[src/rtl/gc_pkg.sv]
// Shared constants and types for the GameCube controller bus blocks.
package gc_pkg;

  localparam int unsigned GC_ID_BITS     = 24;
  localparam int unsigned GC_BUTTON_BITS = 64;
  localparam int unsigned GC_SHREG_BITS  = GC_BUTTON_BITS + 1;
  localparam int unsigned GC_BITCNT_W    = 7;
  localparam int unsigned GC_CNT_W       = 16;

  // Default bus timing at 100 MHz, shared with the query sender.
  localparam int unsigned GC_SAMPLE_CYCLES = 200;
  localparam int unsigned GC_END_CYCLES    = 600;
  localparam int unsigned GC_RESP_CYCLES   = 20000;

  typedef enum logic [2:0] {
    ST_IDLE,
    ST_TX,
    ST_ARMED,
    ST_BIT,
    ST_GAP
  } gc_rx_state_e;

endpackage

[src/rtl/gc_line_sync.sv]
// Two-flop synchronizer for the bus line with falling-edge detect.
module gc_line_sync (
  input  logic clk,
  input  logic rst_n,
  input  logic line_async,
  output logic line_q,
  output logic fall_c
);

  logic meta_q;
  logic sync_q;
  logic prev_q;

  // Flops reset high so the idle pulled-up line never looks like an edge.
  always_ff @(posedge clk or negedge rst_n) begin
    if (!rst_n) begin
      meta_q <= 1'b1;
      sync_q <= 1'b1;
      prev_q <= 1'b1;
    end else begin
      meta_q <= line_async;
      sync_q <= meta_q;
      prev_q <= sync_q;
    end
  end

  assign line_q = sync_q;
  assign fall_c = prev_q & ~sync_q;

endmodule

[src/rtl/gc_response_rx.sv]
// Decodes a controller reply into the status/ID word or the button report.
module gc_response_rx
  import gc_pkg::*;
#(
  parameter int unsigned SAMPLE_CYCLES = GC_SAMPLE_CYCLES,
  parameter int unsigned END_CYCLES    = GC_END_CYCLES,
  parameter int unsigned RESP_CYCLES   = GC_RESP_CYCLES
) (
  input  logic                      clk100mhz,
  input  logic                      rst_n,
  input  logic                      controller_data,
  input  logic                      send,
  output logic [GC_ID_BITS-1:0]     wavebird_id,
  output logic                      wavebird_id_ready,
  output logic [GC_BUTTON_BITS-1:0] button_data,
  output logic                      button_data_ready,
  output logic                      frame_error,
  output logic                      busy
);

  localparam logic [GC_BITCNT_W-1:0] BITS_ID  = GC_BITCNT_W'(GC_ID_BITS + 1);
  localparam logic [GC_BITCNT_W-1:0] BITS_BTN = GC_BITCNT_W'(GC_BUTTON_BITS + 1);
  localparam logic [GC_CNT_W-1:0]    CNT_SAMPLE = GC_CNT_W'(SAMPLE_CYCLES);
  localparam logic [GC_CNT_W-1:0]    CNT_END    = GC_CNT_W'(END_CYCLES - 1);
  localparam logic [GC_CNT_W-1:0]    CNT_RESP   = GC_CNT_W'(RESP_CYCLES - 1);

  logic line_q;
  logic fall_c;

  gc_rx_state_e                state_q,   state_d;
  logic [GC_CNT_W-1:0]         cnt_q,     cnt_d;
  logic [GC_BITCNT_W-1:0]      bits_q,    bits_d;
  logic [GC_SHREG_BITS-1:0]    shreg_q,   shreg_d;
  logic [GC_ID_BITS-1:0]       id_q,      id_d;
  logic [GC_BUTTON_BITS-1:0]   btn_q,     btn_d;
  logic                        id_rdy_q,  id_rdy_d;
  logic                        btn_rdy_q, btn_rdy_d;
  logic                        err_q,     err_d;
  logic                        busy_q,    busy_d;
  logic [GC_CNT_W-1:0]         cnt_inc_c;

  gc_line_sync u_line_sync (
    .clk        (clk100mhz),
    .rst_n      (rst_n),
    .line_async (controller_data),
    .line_q     (line_q),
    .fall_c     (fall_c)
  );

  // Saturating cycle counter increment; cnt_q holds cycles since the last edge.
  assign cnt_inc_c = (cnt_q == '1) ? cnt_q : cnt_q + GC_CNT_W'(1);

  // Next-state, bit capture and frame-close decisions.
  always_comb begin
    state_d   = state_q;
    cnt_d     = cnt_q;
    bits_d    = bits_q;
    shreg_d   = shreg_q;
    id_d      = id_q;
    btn_d     = btn_q;
    id_rdy_d  = 1'b0;
    btn_rdy_d = 1'b0;
    err_d     = 1'b0;
    // Lags the state by one so busy drops the cycle after the close pulse.
    busy_d    = (state_q == ST_ARMED) || (state_q == ST_BIT) || (state_q == ST_GAP);

    unique case (state_q)
      ST_IDLE: begin
        if (send) state_d = ST_TX;
      end

      ST_TX: begin
        if (!send) begin
          state_d = ST_ARMED;
          cnt_d   = GC_CNT_W'(1);
          bits_d  = '0;
          shreg_d = '0;
        end
      end

      ST_ARMED: begin
        if (send) begin
          err_d   = 1'b1;
          state_d = ST_TX;
        end else if (fall_c) begin
          state_d = ST_BIT;
          cnt_d   = GC_CNT_W'(1);
        end else if (cnt_q >= CNT_RESP) begin
          err_d   = 1'b1;
          state_d = ST_IDLE;
        end else begin
          cnt_d = cnt_inc_c;
        end
      end

      ST_BIT: begin
        if (send) begin
          err_d   = 1'b1;
          state_d = ST_TX;
        end else begin
          cnt_d = cnt_inc_c;
          if (cnt_q >= CNT_SAMPLE) begin
            shreg_d = {shreg_q[GC_SHREG_BITS-2:0], line_q};
            if (bits_q != '1) bits_d = bits_q + GC_BITCNT_W'(1);
            state_d = ST_GAP;
          end
        end
      end

      ST_GAP: begin
        if (send) begin
          err_d   = 1'b1;
          state_d = ST_TX;
        end else if (fall_c) begin
          state_d = ST_BIT;
          cnt_d   = GC_CNT_W'(1);
        end else if (cnt_q >= CNT_END) begin
          state_d = ST_IDLE;
          // A line still low here is a stuck bus, regardless of bit count.
          if (line_q && bits_q == BITS_ID && shreg_q[0]) begin
            id_d     = shreg_q[GC_ID_BITS:1];
            id_rdy_d = 1'b1;
          end else if (line_q && bits_q == BITS_BTN && shreg_q[0]) begin
            btn_d     = shreg_q[GC_BUTTON_BITS:1];
            btn_rdy_d = 1'b1;
          end else begin
            err_d = 1'b1;
          end
        end else begin
          cnt_d = cnt_inc_c;
        end
      end

      default: state_d = ST_IDLE;
    endcase
  end

  // State and output registers.
  always_ff @(posedge clk100mhz or negedge rst_n) begin
    if (!rst_n) begin
      state_q   <= ST_IDLE;
      cnt_q     <= '0;
      bits_q    <= '0;
      shreg_q   <= '0;
      id_q      <= '0;
      btn_q     <= '0;
      id_rdy_q  <= 1'b0;
      btn_rdy_q <= 1'b0;
      err_q     <= 1'b0;
      busy_q    <= 1'b0;
    end else begin
      state_q   <= state_d;
      cnt_q     <= cnt_d;
      bits_q    <= bits_d;
      shreg_q   <= shreg_d;
      id_q      <= id_d;
      btn_q     <= btn_d;
      id_rdy_q  <= id_rdy_d;
      btn_rdy_q <= btn_rdy_d;
      err_q     <= err_d;
      busy_q    <= busy_d;
    end
  end

  assign wavebird_id       = id_q;
  assign wavebird_id_ready = id_rdy_q;
  assign button_data       = btn_q;
  assign button_data_ready = btn_rdy_q;
  assign frame_error       = err_q;
  assign busy              = busy_q;

endmodule

[config.mk]
export PLATFORM = sky130hd
export DESIGN_NAME = gc_response_rx
export DESIGN_NICKNAME = d
export VERILOG_FILES = /design/src/rtl/gc_pkg.sv /design/src/rtl/gc_line_sync.sv /design/src/rtl/gc_response_rx.sv
export SDC_FILE = /design/constraint.sdc
export NUM_CORES = 1
export LEC_CHECK = 0
export ABC_AREA = 0
export CORE_ASPECT_RATIO = 2
export CORE_UTILIZATION = 45
export DETAILED_ROUTE_END_ITERATION = 8
export PLACE_DENSITY = 0.67
export SLEW_MARGIN = 0
export SYNTH_ARGS = -nofsm -noshare
export SYNTH_HDL_FRONTEND = slang
export SYNTH_HIERARCHICAL = 1
export SYNTH_SLANG_ARGS = --single-unit
export TNS_END_PERCENT = 30
[constraint.sdc]
create_clock -name clk100mhz -period 2.7 [get_ports clk100mhz]
set_clock_uncertainty 0.2 [all_clocks]
set_input_delay 0.27 -clock clk100mhz [delete_from_list [all_inputs] [get_ports clk100mhz]]
set_output_delay 0.27 -clock clk100mhz [all_outputs]
set_load 0.05 [all_outputs]
# After elaboration in Yosys (flattened, before gate mapping)
# Cells that the tools add are included.
dict set report totals {
  regBits 186
  latch_bits 0
  ramBits 0
  rom_bits 0
  input_bits 4
  elab_cells 109
  n_memories 0
}
dict set report classes {
  addsub 2
  n_mul 0
  div 0
  magnitude_cmp 3
  eq_ne 20
  n_shift 0
  muxes 51
  bitwise 5
  n_reduce_logical 15
}
# operator count
set op_table {}
lappend op_table {{$mux 65} 3}
lappend op_table {{$mux 16} 9}
lappend op_table {{$pmux 65 s2} 1}
lappend op_table {{$pmux 16 s4} 1}
lappend op_table {{$mux 3} 10}
lappend op_table {{$mux 7} 4}
lappend op_table {{$mux 1} 20}
lappend op_table {{$add 16x1->16 const B} 1}
lappend op_table {{$eq 16x16->1 const B} 1}
lappend op_table {{$ge 16x10->1 const B} 1}
lappend op_table {{$ge 16x15->1 const B} 1}
lappend op_table {{$ge 16x8->1 const B} 1}
lappend op_table {{$pmux 3 s5} 1}
lappend op_table {{$reduce_and 5->1} 3}
lappend op_table {{$pmux 7 s2} 1}
lappend op_table {{$ne 2x2->1 const B} 5}
lappend op_table {{$ne 4x3->1 const B} 2}
lappend op_table {{$add 7x1->7 const B} 1}
lappend op_table {{$eq 7x5->1 const B} 1}
lappend op_table {{$eq 7x7->1 const B} 1}
lappend op_table {{$ne 7x7->1 const B} 1}
lappend op_table {{$reduce_and 7->1} 1}
lappend op_table {{$eq 3x2->1 const B} 2}
lappend op_table {{$ne 3x3->1 const B} 2}
lappend op_table {{14 further kinds} 22}

# Logic depth before layout (Yosys ltp)
dict set report logic_depth {
  ltp_word 9
  depth_mapped 8
}

# Cells and area by module
# Netlist, hierarchy kept.
# module instances cells_each area_per_inst_um2
set by_module_without_submodules {}
lappend by_module_without_submodules {gc_response_rx 1 695 7943.9}
lappend by_module_without_submodules {gc_line_sync 1 4 92.6}

# Worst setup path before layout
# No wires, ideal clock.
dict set report synth_timing {
  path_type {register -> register}
  startpoint {reg state_q[0]}
  endpoint {reg id_q[10] (netlist: wavebird_id[10])}
  setup_ns 0.125
  arrival_time_ns 2.005
  required_time_ns 2.375
  setup_slack_ns 0.370
  path_stages_with_launch 8
  n_path_buf 2
  period_less_slack_ns 2.330
  cell_sequence {dfrtp_1 buf_2 or3b_4 nor2_4 o31ai_4 nor4_4 buf_6 mux2_2}
}
dict set report synth_via {
  elab_chain_len 2
}
# item line_no
set synth_rtl {}
lappend synth_rtl {{start: declaration} gc_response_rx.sv:30} ;# gc_rx_state_e state_q, state_d;
lappend synth_rtl {{start signal: assignment} gc_response_rx.sv:152} ;# state_q <= state_d;
lappend synth_rtl {{$eq 3x3->1} gc_response_rx.sv:67} ;# unique case (state_q)
lappend synth_rtl {{$reduce_and 5->1 (no line)} n/a}
lappend synth_rtl {{end signal: assignment} gc_response_rx.sv:156} ;# id_q <= id_d;
lappend synth_rtl {{end: declaration} gc_response_rx.sv:34} ;# logic [GC_ID_BITS-1:0] id_q, id_d;
# No other way between the ends.
# A chain may end at the register's enable or synchronous reset.

# Worst setup path in the final report
dict set report layout_timing {
  startpoint {reg cnt_q[6]}
  endpoint {reg cnt_q[2]}
}
dict set report layout_via {
  elab_chain_len 6
  word_cells_on_any_way 15
  cone_classes {2 x order compare; 3 x eq/ne; 9 x mux; 1 x reduce/logical}
}
# item line_no
set layout_rtl {}
lappend layout_rtl {{start: declaration} gc_response_rx.sv:31} ;# logic [GC_CNT_W-1:0] cnt_q, cnt_d;
lappend layout_rtl {{start signal: assignment} gc_response_rx.sv:153} ;# cnt_q <= cnt_d;
lappend layout_rtl {{branches (longest 6 deep; another with $ge 16x10->1)} n/a}
# Several ways; the timed one is not identified. The select of a mux whose other input is x is not followed.

==> metrics.cfg <==
[drt]
drtAntennaViolNets = 0
via_per_inst = 5.41
vias = 5467
wl_per_cell_um = 16.8
route.detailed.drc = 0
drtIter0Drc = 218
drt_pass1_iterations = 4
routed_wl_um = 17000

[cells_and_area]
layout_common_cells = 183 x dfrtp_1, 153 x nand2_1, 94 x clkdlybuf4s50_1, 82 x o21ai_0, 49 x mux2_4
drive_above_1_share = 0.193
fin_cells = 1010
final_common_cell = dfrtp_1
n_antenna_cell = 0
fillCellCount = 1496
areaGrowthSynthToFinish_pct = 22.6
final_nets = 795

[die]
initial_utilization = 0.463
die-area_sq_um = 18400
die_h_um = 191
ioPinCount = 96
fp-row-count = 68
die-width_um = 96.5
core_sq_um = 17400

[power]
peakVddDrop_v = 0.000398
p_per_area_nw_per_um2 = 567
power_uw = 5590
p_leak_uw = 0.00432

[yosys]
synth_seq_area_share = 0.580
yosys-top-cells-area = dfrtp_1 57%, mux2_4 9.2%, nand2_1 7.1%
yosys.area.top_type = dfrtp_1
synthCells = 699
yosysTopAreaCellShare = 0.570
syn-num-nets = 707
ys_ff_latch = 186
synthesis.area_sq_um = 8040
synth_cell_types = 52
ys.flop_type = dfrtp_1
synth_edf_count = 0
ys_warn_count = 6
synthArstFlopShare = 1.00
syn_avg_cell_area_sq_um = 11.5

[placed_design]
port_buffers = 95
dpl.hpwl_um = 11600
gp_congestion = 0.901
dp_cells = 977

[global_routing]
antenna_found_initial = 0
grt_max_degree = 71
grt_pass1_wl_um = 28300
track_usage = 0.199
overflow = 0
grt_pass1_vias = 5702

[clocking]
cts_tree = built
htree_levels = 4
clock_latency_ns = 0.43
path_clk_slew_ns = 0.07
clock-sinks = 186
cts_made_buffers = 17
cts_buffer_depth = 2
cts_setup_buffers = 0
cts-root-buf = clkbuf_16

[critical_path]
crit_slowest_cell = dfrtp_1
crit_buf_inv = 0
crit_path_end_kind = register
required_ns = 2.82
worstPathMaxFanout = 6
slowest_delay_ns = 0.46
path_delay_family = compound AO/OA/AOI/OAI gates
worstPathArrival_ns = 2.69
crit_type = register to register
startpoint_type = register
crit_chain = and2_1 > o31a_1 > o31ai_4 > o211a_1 > nand2_1 > o31ai_1

[timing]
min_period_ns = 2.57
hold_ws_ns = 0.0424
final.setup.tns_ns = 0
finalHoldViolCount = 0
setup_viol = 0
fin_crit_sh = 0.951
tightest_slew_ns = 0.587
slew_headroom = 0.604
maxSlewViolCount = 0
max_freq_ghz = 0.389
rsz0062_at_grt = false

[min_path]
hp-class = primary input to register

[status]
status = finished clean

[flow_run]
drv_cap = 0

-- layer usage --
metal  vias up  track usage  part of all wire
met1      2728        0.227              0.39
met4         0       0.0814             0.023
li1       2588            -                 -
met2       121        0.357              0.55
met5         -            0                 0
met3        30       0.0358             0.031
-- state kept, by name (all words and copies together) (netlist names), 3 cells and up --
| name | cells |
|---|---|
| shreg_q | 65 |
| button_data | 64 |
| wavebird_id | 24 |
| cnt_q | 16 |
| bits_q | 7 |
| state_q | 3 |
-- metrics by stage --
stage	utilization	area [sq um]	worst slack [ns]
6_report	0.568	9850	0.131
5_1_grt	0.568	9850	0.00292
4_1_cts	0.567	9850	0.0812
3_5_place_dp	0.532	9230	0.108
3_3_place_gp	0.532	9230	0.258
2_1_floorplan	-	8040	0.370
-- report_power, final --
| part | switching (uW) | internal, uW | total, uW | leakage (uW) |
|---|---|---|---|---|
| registers | 18.7 | 2800 | 2820 | 0.00258 |
| logic | 183 | 64.1 | 248 | 0.00145 |
| clock network | 1150 | 1370 | 2520 | 0.000294 |
-- synth_stat cells (all sizes together) (6+ instances only) --
master / instances
nor2: 30
dfrtp: 183
clkbuf: 20
nand2: 153
o31ai: 7
nand4: 10
a21oi: 17
nand3: 7
buf: 24
and4: 6
nor3: 6
o21ai: 83
mux2: 88
-- final cells by class --
class	count	area [sq um]	area share
tap	210	263	0.0267
timing repair buffer	113	1170	0.118
sequential	186	4660	0.473
clock inverter	13	149	0.0151
clock buffer	19	453	0.0460
inverter	5	18.8	0.00191
multi-input combinational	464	3140	0.319
-- cell families (layout without fill, tap and decap cells) --
family          after synthesis  in the layout  share of synthesized area
flops                       186            186                      0.580
mux                          90             90                      0.149
xor+xnor                      2              2                    0.00218
compound gates              130            130                     0.0948
fa+ha+maj                     4              4                    0.00623
buf+inv                      49            150                     0.0335
simple gates                238            238                      0.135
-- repair_timing --
action,4_1_cts,5_1_grt
resized for setup,0,1
setup endpoints to repair,0,5
endpoints found under the hold margin,48,0
hold buffers,1,0
-- worst paths after layout --
check,start,end,slack [ns],cells past startpoint
worst max-delay path,cnt_q[6],cnt_q[2],0.13,6
worst min-delay path,controller_data,u_line_sync/meta_q,0.04,1
worst max register to register,cnt_q[6],cnt_q[2],0.13,6
worst min register to register,u_line_sync/meta_q,u_line_sync/line_q,0.17,0
max in group asynchronous,rst_n,u_line_sync/meta_q,1.40,3
min in group asynchronous,rst_n,button_data[19],0.14,2
Note: power is estimated with default switching activity, not from simulation.
